===== config.mk =====
export PLATFORM = sky130hd
export DESIGN_NAME = store_lane_unit
export DESIGN_NICKNAME = d
export VERILOG_FILES = /design/src/rtl/store_lane_pkg.sv /design/src/rtl/lane_mask_gen.sv /design/src/rtl/store_lane_unit.sv
export SDC_FILE = /design/constraint.sdc
export NUM_CORES = 1
export LEC_CHECK = 0
export CORE_ASPECT_RATIO = 2
export CORE_MARGIN = 4
export CORE_UTILIZATION = 46
export DETAILED_ROUTE_END_ITERATION = 6
export GPL_TIMING_DRIVEN = 0
export HOLD_SLACK_MARGIN = 0.06
export PLACE_DENSITY = 0.76
export REMOVE_ABC_BUFFERS = 1
export SETUP_SLACK_MARGIN = 0.02
export SYNTH_ARGS = -nofsm -noshare
export SYNTH_HDL_FRONTEND = slang
export SYNTH_HIERARCHICAL = 1
export SYNTH_SLANG_ARGS = --single-unit
export TNS_END_PERCENT = 50

===== constraint.sdc =====
create_clock -name clk -period 2 [get_ports clk]
set_clock_uncertainty 0.2 [all_clocks]
set_input_delay 0.5 -clock clk [delete_from_list [all_inputs] [get_ports clk]]
set_output_delay 0.5 -clock clk [all_outputs]
set_load 0.01 [all_outputs]

===== src/rtl/store_lane_pkg.sv =====
// Shared definitions for the store lane unit: size codes, FSM states and
// bus-width derived constants.
package store_lane_pkg;

    typedef enum logic [1:0] {
        SIZE_BYTE  = 2'd0,
        SIZE_HALF  = 2'd1,
        SIZE_WORD  = 2'd2,
        SIZE_DWORD = 2'd3
    } size_e;

    typedef enum logic [1:0] {
        IDLE  = 2'd0,
        BEAT0 = 2'd1,
        BEAT1 = 2'd2,
        EXC   = 2'd3
    } state_e;

    // Byte lanes on the bus and the width of the in-bus byte offset.
    function automatic int laneBytes(input int dataW);
        return dataW / 8;
    endfunction

    function automatic int offWidth(input int dataW);
        return $clog2(dataW / 8);
    endfunction

    function automatic int sizeBytes(input logic [1:0] size);
        return 1 << size;
    endfunction

endpackage


===== src/rtl/lane_mask_gen.sv =====
// Combinational byte-enable and data lane shifter for one store, spanning two
// bus beats (low half = first beat, high half = second beat).
module lane_mask_gen
    import store_lane_pkg::*;
#(
    parameter int DATA_W = 32
) (
    input  logic [$clog2(DATA_W/8)-1:0] addrOff,
    input  logic [1:0]                  size,
    input  logic [DATA_W-1:0]           data,
    output logic [2*(DATA_W/8)-1:0]     mask,
    output logic [2*DATA_W-1:0]         wdata,
    output logic                        misaligned,
    output logic                        crossing,
    output logic                        illegal
);

    localparam int BYTES = laneBytes(DATA_W);
    localparam int OFF_W = offWidth(DATA_W);

    logic [2*BYTES-1:0]  baseMask;
    logic [DATA_W-1:0]   dataTrim;
    logic [2*DATA_W-1:0] dataWide;
    logic [OFF_W-1:0]    offMask;
    int                  nBytes;

    always_comb begin
        nBytes   = sizeBytes(size);
        baseMask = '0;
        dataTrim = '0;
        for (int i = 0; i < 2*BYTES; i++) begin
            if (i < nBytes) baseMask[i] = 1'b1;
        end
        // Bytes above the access size are dropped before shifting.
        for (int i = 0; i < DATA_W; i++) begin
            if ((i / 8) < nBytes) dataTrim[i] = data[i];
        end
        dataWide   = {{DATA_W{1'b0}}, dataTrim};
        mask       = baseMask << addrOff;
        wdata      = dataWide << {addrOff, 3'b000};
        offMask    = OFF_W'(nBytes - 1);
        misaligned = |(addrOff & offMask);
        crossing   = |mask[2*BYTES-1:BYTES];
        illegal    = (size == SIZE_DWORD) && (DATA_W < 64);
    end

endmodule


===== src/rtl/store_lane_unit.sv =====
// Store lane unit: turns a right-aligned store request into one or two
// bus-aligned write beats, or a one-cycle address-error pulse.
module store_lane_unit
    import store_lane_pkg::*;
#(
    parameter int DATA_W   = 32,
    parameter int ADDR_W   = 32,
    parameter int SPLIT_EN = 1
) (
    input  logic                clk,
    input  logic                reset_n,
    input  logic                req_valid,
    output logic                req_ready,
    input  logic [ADDR_W-1:0]   req_addr,
    input  logic [1:0]          req_size,
    input  logic [DATA_W-1:0]   req_data,
    output logic                mem_valid,
    input  logic                mem_ready,
    output logic [ADDR_W-1:0]   mem_addr,
    output logic [DATA_W/8-1:0] mem_byteen,
    output logic [DATA_W-1:0]   mem_wdata,
    output logic                exc_ades,
    output logic [ADDR_W-1:0]   exc_addr,
    output state_e              dbgState
);

    localparam int BYTES = laneBytes(DATA_W);
    localparam int OFF_W = offWidth(DATA_W);

    // Handshakes: a transfer happens on a rising edge where valid && ready.
    // Request side is ready only in IDLE; the bus side holds every beat
    // output stable until mem_ready is seen.

    state_e              state;
    logic                crossQ;
    logic [BYTES-1:0]    maskHiQ;
    logic [DATA_W-1:0]   dataHiQ;

    logic [2*BYTES-1:0]  genMask;
    logic [2*DATA_W-1:0] genData;
    logic                genMis;
    logic                genCross;
    logic                genIllegal;
    logic                takeExc;
    logic [ADDR_W-1:0]   alignedAddr;

    lane_mask_gen #(
        .DATA_W (DATA_W)
    ) u_lane_mask_gen (
        .addrOff    (req_addr[OFF_W-1:0]),
        .size       (req_size),
        .data       (req_data),
        .mask       (genMask),
        .wdata      (genData),
        .misaligned (genMis),
        .crossing   (genCross),
        .illegal    (genIllegal)
    );

    assign takeExc     = genIllegal || (genMis && (SPLIT_EN == 0));
    assign alignedAddr = {req_addr[ADDR_W-1:OFF_W], {OFF_W{1'b0}}};
    assign dbgState    = state;

    always_ff @(posedge clk or negedge reset_n) begin
        if (!reset_n) begin
            state      <= IDLE;
            req_ready  <= 1'b1;
            mem_valid  <= 1'b0;
            mem_addr   <= '0;
            mem_byteen <= '0;
            mem_wdata  <= '0;
            exc_ades   <= 1'b0;
            exc_addr   <= '0;
            crossQ     <= 1'b0;
            maskHiQ    <= '0;
            dataHiQ    <= '0;
        end else begin
            case (state)
                IDLE: begin
                    if (req_valid) begin
                        req_ready <= 1'b0;
                        crossQ    <= genCross;
                        maskHiQ   <= genMask[2*BYTES-1:BYTES];
                        dataHiQ   <= genData[2*DATA_W-1:DATA_W];
                        if (takeExc) begin
                            state    <= EXC;
                            exc_ades <= 1'b1;
                            exc_addr <= req_addr;
                        end else begin
                            state      <= BEAT0;
                            mem_valid  <= 1'b1;
                            mem_addr   <= alignedAddr;
                            mem_byteen <= genMask[BYTES-1:0];
                            mem_wdata  <= genData[DATA_W-1:0];
                        end
                    end
                end
                BEAT0: begin
                    if (mem_ready) begin
                        if (crossQ) begin
                            state      <= BEAT1;
                            mem_addr   <= mem_addr + ADDR_W'(BYTES);
                            mem_byteen <= maskHiQ;
                            mem_wdata  <= dataHiQ;
                        end else begin
                            state      <= IDLE;
                            req_ready  <= 1'b1;
                            mem_valid  <= 1'b0;
                            mem_addr   <= '0;
                            mem_byteen <= '0;
                            mem_wdata  <= '0;
                        end
                    end
                end
                BEAT1: begin
                    if (mem_ready) begin
                        state      <= IDLE;
                        req_ready  <= 1'b1;
                        mem_valid  <= 1'b0;
                        mem_addr   <= '0;
                        mem_byteen <= '0;
                        mem_wdata  <= '0;
                    end
                end
                EXC: begin
                    state     <= IDLE;
                    req_ready <= 1'b1;
                    exc_ades  <= 1'b0;
                    exc_addr  <= '0;
                end
                default: begin
                    state     <= IDLE;
                    req_ready <= 1'b1;
                end
            endcase
        end
    end

endmodule

==> flow_results.xml, run 1 <==
<?xml version="1.0" encoding="UTF-8"?>
<metrics>
  <group name="setup_path">
    <metric name="cp_max_fo" unit="">6</metric>
    <metric name="required" unit="ns">2.11</metric>
    <metric name="timing.critical_path.from_type" unit="">flop</metric>
    <metric name="worst-endpoint-arrival" unit="ns">2.40</metric>
    <metric name="critPathLaunch" unit="">dbgState[0]</metric>
    <metric name="worst_setup_end_kind" unit="">flop</metric>
    <metric name="critical_path_class" unit="">flop to flop</metric>
    <metric name="critical_path.reg2reg.startpoint" unit="">dbgState[0]</metric>
  </group>
  <group name="grt">
    <metric name="pin_count_of_the_biggest_net_entering_global_routing" unit="">89</metric>
    <metric name="gr-usage-all-layers" unit="%">29.38</metric>
    <metric name="grt_antenna_before_repair" unit="">0</metric>
    <metric name="first_global_vias" unit="">7411</metric>
    <metric name="wire_length_of_the_first_global_routing_pass" unit="mm">42.02</metric>
    <metric name="globalRouteOverflowTotal" unit="">0</metric>
  </group>
  <group name="sta">
    <metric name="final_critical_path_setup_slack" unit="ns">-0.2923</metric>
    <metric name="report.final.setup_viol" unit="">95</metric>
    <metric name="worst_pin_slew" unit="ns">1.008</metric>
    <metric name="final-hold-violation-count" unit="">0</metric>
    <metric name="timing.hold.ws" unit="ns">0.2748</metric>
    <metric name="final_period_minus_worst_setup_slack" unit="ns">2.292</metric>
    <metric name="fin_tns_setup" unit="ns">-12.13</metric>
    <metric name="max_clock_freq" unit="GHz">0.4362</metric>
    <metric name="drv_slew" unit="">0</metric>
    <metric name="post-route-period-util" unit="%">114.6</metric>
    <metric name="max_slew_margin" unit="%">32.53</metric>
    <metric name="rsz_0062_raised_after_global_routing" unit="">yes</metric>
  </group>
  <group name="pwr">
    <metric name="power-per-cell-area" unit="mW/mm2">1707</metric>
    <metric name="worst_ir_drop_vdd" unit="V">0.0008641</metric>
    <metric name="internal_power" unit="mW">11.19</metric>
    <metric name="total_leakage_power" unit="nW">5.016</metric>
    <metric name="switchingPower" unit="mW">7.884</metric>
    <metric name="total_power" unit="mW">19.08</metric>
    <metric name="power.share.switching" unit="%">41.32</metric>
    <metric name="comb_power_share" unit="%">56.0</metric>
    <metric name="seq_power_share" unit="%">27.6</metric>
    <metric name="clkPwrFrac" unit="%">16.4</metric>
  </group>
  <group name="routing">
    <metric name="dr_total_vias" unit="">7236</metric>
    <metric name="detailedRoute.firstPassIterationCount" unit="">7</metric>
    <metric name="detail_route.drc_violations" unit="">0</metric>
    <metric name="drt_first_iter_violations" unit="">515</metric>
    <metric name="drtAntennaViolNets" unit="">0</metric>
    <metric name="via_per_inst" unit="">6.281</metric>
    <metric name="final_wirelength" unit="mm">27.11</metric>
    <metric name="wire_per_inst" unit="um">23.53</metric>
  </group>
  <group name="logic_synthesis">
    <metric name="synthesized_cell_area" unit="mm2">0.007381</metric>
    <metric name="post_synth.cell_area_avg" unit="um2">10.03</metric>
    <metric name="synthesis_warning_total" unit="">6</metric>
    <metric name="synthesized_netlist_cell_count" unit="">736</metric>
  </group>
  <group name="run_status">
    <metric name="status" unit="">finished, violations left</metric>
    <metric name="failing_checks" unit="">negative setup slack</metric>
  </group>
  <group name="floorplanning">
    <metric name="floorplan.io_pins" unit="">175</metric>
    <metric name="die_area" unit="mm2">0.01826</metric>
    <metric name="initial_core_util" unit="%">46.78</metric>
    <metric name="core_area" unit="mm2">0.01578</metric>
    <metric name="chipWidth" unit="um">97.57</metric>
    <metric name="die_height" unit="um">187.1</metric>
    <metric name="floorplan.rows" unit="">65</metric>
  </group>
  <group name="cts">
    <metric name="clockRootBuffer" unit="">sky130_fd_sc_hd__clkbuf_16</metric>
    <metric name="clockBufferDepth" unit="">2</metric>
    <metric name="h-tree-depth" unit="">4</metric>
    <metric name="clkTransAtPathRegs" unit="ns">0.06</metric>
    <metric name="clock_latency" unit="ns">0.43</metric>
    <metric name="tritoncts" unit="">built</metric>
    <metric name="cts_inserted_buffers" unit="">17</metric>
    <metric name="cts_num_sinks" unit="">140</metric>
  </group>
  <group name="placement">
    <metric name="detailed_place.area" unit="mm2">0.009261</metric>
    <metric name="place.gp.congestion" unit="">0.9608</metric>
    <metric name="placement.setup.worst_slack" unit="ns">-1.561</metric>
    <metric name="detailedPlacementHpwl" unit="mm">15.89</metric>
    <metric name="number_of_input_and_output_port_buffers_inserted" unit="">172</metric>
    <metric name="dpl.cell_count" unit="">1062</metric>
  </group>
  <group name="job">
    <metric name="cap_violations" unit="">0</metric>
  </group>
  <group name="cells_and_area">
    <metric name="n_antenna_cell" unit="">0</metric>
    <metric name="stdcell_area" unit="mm2">0.01118</metric>
    <metric name="final_layout_size_suffix_gt1_share" unit="%">28.60</metric>
    <metric name="final_core_area_utilization" unit="%">70.84</metric>
    <metric name="synthToLayoutAreaGrowth" unit="%">51.43</metric>
    <metric name="final_nets" unit="">1015</metric>
    <metric name="stdcell_count" unit="">1152</metric>
  </group>
  <group name="min_path">
    <metric name="worst_hold_path_type" unit="">flop to flop</metric>
    <metric name="hold_start" unit="">exc_ades</metric>
  </group>
</metrics>
-- final cells by class --
type / count / area (um2)
well taps: 201 / 251.5
clock inverters: 8 / 92.59
fillers: 1153 / 4601
clock buffers: 23 / 467.9
inverters: 17 / 85.08
repair buffers: 240 / 2469
flip-flops and latches: 140 / 3530
multi-input cells: 523 / 4282
-- sequential cells by signal, summed over array words and instances, names as in the netlist --
name and flops:
dataHiQ 32, exc_addr 32, mem_wdata 32, mem_addr 30
maskHiQ 4, mem_byteen 4, dbgState 2, crossQ 1
exc_ades 1, mem_valid 1, req_ready 1
-- placed cells by master, fill, tap and decap left out, types with 14 or more instances in the layout --
master	instances
sky130_fd_sc_hd__buf_4	36
sky130_fd_sc_hd__clkdlybuf4s50_1	65
sky130_fd_sc_hd__a22o_1	35
sky130_fd_sc_hd__o21ai_0	19
sky130_fd_sc_hd__o22ai_1	14
sky130_fd_sc_hd__and2_1	17
sky130_fd_sc_hd__a221oi_4	15
sky130_fd_sc_hd__a221oi_2	23
sky130_fd_sc_hd__a22oi_1	16
sky130_fd_sc_hd__dlygate4sd2_1	100
sky130_fd_sc_hd__dfrtp_2	20
sky130_fd_sc_hd__dfrtp_1	119
sky130_fd_sc_hd__nand3_1	14
sky130_fd_sc_hd__mux2i_1	17
sky130_fd_sc_hd__a21oi_1	15
sky130_fd_sc_hd__nor2_1	103
sky130_fd_sc_hd__mux2_2	37
sky130_fd_sc_hd__nand2_1	32
sky130_fd_sc_hd__clkbuf_16	17
-- worst max-delay path: stages (launching register included) --
cell and delay [ns]:
sky130_fd_sc_hd__dfrtp_2 0.42, sky130_fd_sc_hd__buf_6 0.13, sky130_fd_sc_hd__ha_4 0.17, sky130_fd_sc_hd__o21bai_4 0.24, sky130_fd_sc_hd__o2111ai_4 0.23, sky130_fd_sc_hd__buf_8 0.22, sky130_fd_sc_hd__o311a_1 0.29, sky130_fd_sc_hd__a221o_1 0.27
-- path summary, 6_finish.rpt --
path,to,slack (ns),cells after the start
max in group asynchronous,mem_addr[12],0.34,3
max,mem_addr[29],-0.29,7
max reg2reg,mem_addr[29],-0.29,7
min,exc_ades,0.27,1
min in group asynchronous,mem_wdata[13],0.39,2
min reg2reg,exc_ades,0.27,1
-- power groups by stage --
stage / clock (mW) / combinational (mW) / sequential (mW)
finish: 3.13 / 10.7 / 5.27
global route: 3.30 / 11.3 / 5.44
floorplan: 0 / 3.25 / 5.36
detailed placement: 0 / 7.65 / 5.10
CTS: 3.14 / 10.0 / 5.18
global placement: 0 / 6.40 / 5.01
-- timing repair --
| action | CTS | global route |
|---|---|---|
| setup endpoints to repair | 238 | 100 |
| cloned | 9 | 0 |
| hold buffers | 1 | 0 |
| resized for setup | 266 | 47 |
| endpoints found under the hold margin | 52 | 0 |
| buffers inserted | 37 | 12 |
| pin swaps | 33 | 10 |
-- metal layers --
metal	part of all wire (%)	global-route usage [%]
met4	5.1	15.84
met1	35	32.48
met2	54	52.80
met3	6.6	5.002
met5	0	0
Power figures use the tool's default switching activity.
==> inputs of run 2 (changes only) <==
--- a/config.mk
+++ b/config.mk
@@ -12,7 +12,6 @@
 export GPL_TIMING_DRIVEN = 0
 export HOLD_SLACK_MARGIN = 0.06
 export PLACE_DENSITY = 0.76
-export REMOVE_ABC_BUFFERS = 1
 export SETUP_SLACK_MARGIN = 0.02
 export SYNTH_ARGS = -nofsm -noshare
 export SYNTH_HDL_FRONTEND = slang
==> run 2 against run 1 <==
The flow still finishes with violations (negative setup slack); count of clock-buffer cells in the layout grew 1; critical path depth is the same; flip-flop and latch count is the same; worst setup slack gained 0.091 ns; combinational power shrank 9%; clock power shrank 1%; design area grew 0.53%; sequential share of layout area shrank 0.19 points; highest routed layer unchanged.
==> flow_results.xml, run 2 (synthesis results as in run 1) <==
<?xml version="1.0" encoding="UTF-8"?>
<metrics>
  <group name="run_status">
    <metric name="status" unit="">finished, violations left</metric>
    <metric name="failing_checks" unit="">negative setup slack</metric>
  </group>
  <group name="cts">
    <metric name="clockBufferDepth" unit="">2</metric>
    <metric name="h-tree-depth" unit="">4</metric>
    <metric name="cts_num_sinks" unit="">140</metric>
    <metric name="clock_latency" unit="ns">0.42</metric>
    <metric name="tritoncts" unit="">built</metric>
    <metric name="cts_inserted_buffers" unit="">17</metric>
    <metric name="clkTransAtPathRegs" unit="ns">0.06</metric>
    <metric name="clockRootBuffer" unit="">sky130_fd_sc_hd__clkbuf_16</metric>
  </group>
  <group name="setup_path">
    <metric name="timing.critical_path.from_type" unit="">primary input</metric>
    <metric name="required" unit="ns">2.10</metric>
    <metric name="critical_path.reg2reg.startpoint" unit="">dbgState[1]</metric>
    <metric name="worst_setup_end_kind" unit="">flop</metric>
    <metric name="cp_max_fo" unit="">10</metric>
    <metric name="r2r_slack" unit="ns">-0.19</metric>
    <metric name="critical_path_class" unit="">primary input to flop</metric>
    <metric name="worst-endpoint-arrival" unit="ns">2.30</metric>
    <metric name="critPathLaunch" unit="">req_valid</metric>
  </group>
  <group name="pwr">
    <metric name="worst_ir_drop_vdd" unit="V">0.0006925</metric>
    <metric name="power-per-cell-area" unit="mW/mm2">1617</metric>
    <metric name="total_leakage_power" unit="nW">5.056</metric>
  </group>
  <group name="cells_and_area">
    <metric name="filler_cells_inserted" unit="">1187</metric>
    <metric name="reg.largest.list" unit="">dataHiQ (32), exc_addr (32), mem_wdata (32)</metric>
    <metric name="final_layout_size_suffix_gt1_share" unit="%">29.99</metric>
    <metric name="stdcell_count" unit="">1178</metric>
    <metric name="synthToLayoutAreaGrowth" unit="%">52.23</metric>
    <metric name="stdcell_area" unit="mm2">0.01124</metric>
    <metric name="final_nets" unit="">1040</metric>
    <metric name="layout.cells.most_common_list" unit="">sky130_fd_sc_hd__dfrtp_1 (121), sky130_fd_sc_hd__nor2_1 (111), sky130_fd_sc_hd__dlygate4sd2_1 (101), sky130_fd_sc_hd__clkdlybuf4s50_1 (65), sky130_fd_sc_hd__buf_4 (45)</metric>
    <metric name="n_antenna_cell" unit="">0</metric>
    <metric name="ff_latch_area" unit="mm2">0.003527</metric>
    <metric name="multi_input_area" unit="mm2">0.004318</metric>
    <metric name="layout.cells.most_common" unit="">sky130_fd_sc_hd__dfrtp_1</metric>
  </group>
  <group name="floorplanning">
    <metric name="floorplan.rows" unit="">65</metric>
    <metric name="die_height" unit="um">187.1</metric>
    <metric name="die_area" unit="mm2">0.01826</metric>
    <metric name="floorplan.io_pins" unit="">175</metric>
    <metric name="core_area" unit="mm2">0.01578</metric>
    <metric name="chipWidth" unit="um">97.57</metric>
    <metric name="initial_core_util" unit="%">46.78</metric>
  </group>
  <group name="placement">
    <metric name="dpl.cell_count" unit="">1118</metric>
    <metric name="place.gp.congestion" unit="">1.050</metric>
    <metric name="placement.setup.worst_slack" unit="ns">-1.332</metric>
    <metric name="detailed_place.area" unit="mm2">0.009487</metric>
    <metric name="detailedPlacementHpwl" unit="mm">19.65</metric>
    <metric name="number_of_input_and_output_port_buffers_inserted" unit="">172</metric>
  </group>
  <group name="sta">
    <metric name="report.final.setup_viol" unit="">60</metric>
    <metric name="max_slew_margin" unit="%">45.04</metric>
    <metric name="fin_tns_setup" unit="ns">-5.986</metric>
    <metric name="rsz_0062_raised_after_global_routing" unit="">yes</metric>
    <metric name="final-hold-violation-count" unit="">0</metric>
    <metric name="worst_pin_slew" unit="ns">0.8214</metric>
    <metric name="drv_slew" unit="">0</metric>
    <metric name="post-route-period-util" unit="%">110.1</metric>
    <metric name="final_critical_path_setup_slack" unit="ns">-0.2015</metric>
    <metric name="timing.hold.ws" unit="ns">0.2887</metric>
    <metric name="max_clock_freq" unit="GHz">0.4542</metric>
    <metric name="final_period_minus_worst_setup_slack" unit="ns">2.201</metric>
  </group>
  <group name="grt">
    <metric name="wire_length_of_the_first_global_routing_pass" unit="mm">42.42</metric>
    <metric name="globalRouteOverflowTotal" unit="">0</metric>
    <metric name="pin_count_of_the_biggest_net_entering_global_routing" unit="">73</metric>
    <metric name="first_global_vias" unit="">7573</metric>
    <metric name="gr-usage-all-layers" unit="%">30.02</metric>
    <metric name="grt_antenna_before_repair" unit="">0</metric>
  </group>
  <group name="min_path">
    <metric name="worst_hold_path_type" unit="">flop to flop</metric>
    <metric name="hold_start" unit="">exc_ades</metric>
  </group>
  <group name="job">
    <metric name="cap_violations" unit="">0</metric>
  </group>
  <group name="routing">
    <metric name="via_per_inst" unit="">6.196</metric>
    <metric name="drtAntennaViolNets" unit="">0</metric>
    <metric name="wire_per_inst" unit="um">23.86</metric>
    <metric name="drt_first_iter_violations" unit="">382</metric>
    <metric name="detail_route.drc_violations" unit="">0</metric>
    <metric name="final_wirelength" unit="mm">28.11</metric>
    <metric name="detailedRoute.firstPassIterationCount" unit="">5</metric>
    <metric name="dr_total_vias" unit="">7299</metric>
  </group>
</metrics>
==> run 2: cell count changes in the layout (fill, tap and decap cells not counted), sizes merged <==
cell,previous run,this run
buf,70,83
clkbuf,25,37
and3,12,11
dlygate4sd2,100,101
dlymetal6s2s,1,2
==> run 2: area by class of cell <==
class	count	area share, %
Clock buffer	24	4.198
Timing Repair Buffer	206	17.14
Inverter	17	0.6347
Sequential cell	140	31.39
Multi-Input combinational cell	522	38.43
Clock inverter	8	0.8241
Buffer	60	5.145
Tap cell	201	2.238
==> run 2: worst max-delay path, cell delays in order <==
cell,delay [ns]
sky130_fd_sc_hd__clkdlybuf4s50_1,0.61
sky130_fd_sc_hd__nand2b_4,0.21
sky130_fd_sc_hd__o2111ai_4,0.22
sky130_fd_sc_hd__buf_6,0.23
sky130_fd_sc_hd__buf_12,0.16
sky130_fd_sc_hd__a221oi_2,0.27
sky130_fd_sc_hd__nand2_1,0.08
==> run 2: worst paths after layout <==
| kind | end | cells past startpoint |
|---|---|---|
| worst max-delay path | mem_addr[30] | 7 |
| worst min-delay path | exc_ades | 1 |
| worst max register to register | mem_addr[30] | 8 |
| worst min register to register | exc_ades | 1 |
| max in group asynchronous | dbgState[0] | 3 |
| min in group asynchronous | mem_addr[5] | 2 |
==> run 2: per-stage QoR <==
stage,total power [mW],utilization [%]
after floorplan,9.209,-
after global placement,12.89,59.94
after detailed placement,13.04,60.13
after CTS,17.26,68.83
after global routing,19.09,71.21
final,18.17,71.21
==> run 2: repair_timing <==
action | CTS | global route
hold buffers | 1 | 0
setup buffers | 20 | 10
pin swaps | 11 | 19
resized for setup | 281 | 98
setup endpoints to repair | 239 | 130
cloned | 1 | 1
endpoints found under the hold margin | 67 | 0
==> run 2: routing by layer <==
metal / vias up / global-route usage, % / share of wire, %
met2: 434 / 54.10 / 54
li1: 3188 / - / -
met4: 0 / 21.55 / 7.5
met5: - / 0 / 0
met3: 121 / 5.300 / 6.0
met1: 3556 / 30.52 / 33
==> run 2: power by group <==
part | internal [mW] | switching [mW]
clock | 1.89 | 1.20
combinational | 4.50 | 5.26
sequential | 4.17 | 1.14
total | 10.6 | 7.61
==> inputs of run 3 (changes only) <==
--- a/config.mk
+++ b/config.mk
@@ -8,6 +8,7 @@
 export CORE_ASPECT_RATIO = 2
 export CORE_MARGIN = 4
 export CORE_UTILIZATION = 46
+export CTS_CLUSTER_SIZE = 14
 export DETAILED_ROUTE_END_ITERATION = 6
 export GPL_TIMING_DRIVEN = 0
 export HOLD_SLACK_MARGIN = 0.06
==> results of run 3 <==
Final layout, timing and power as in run 2 (identical DEF).
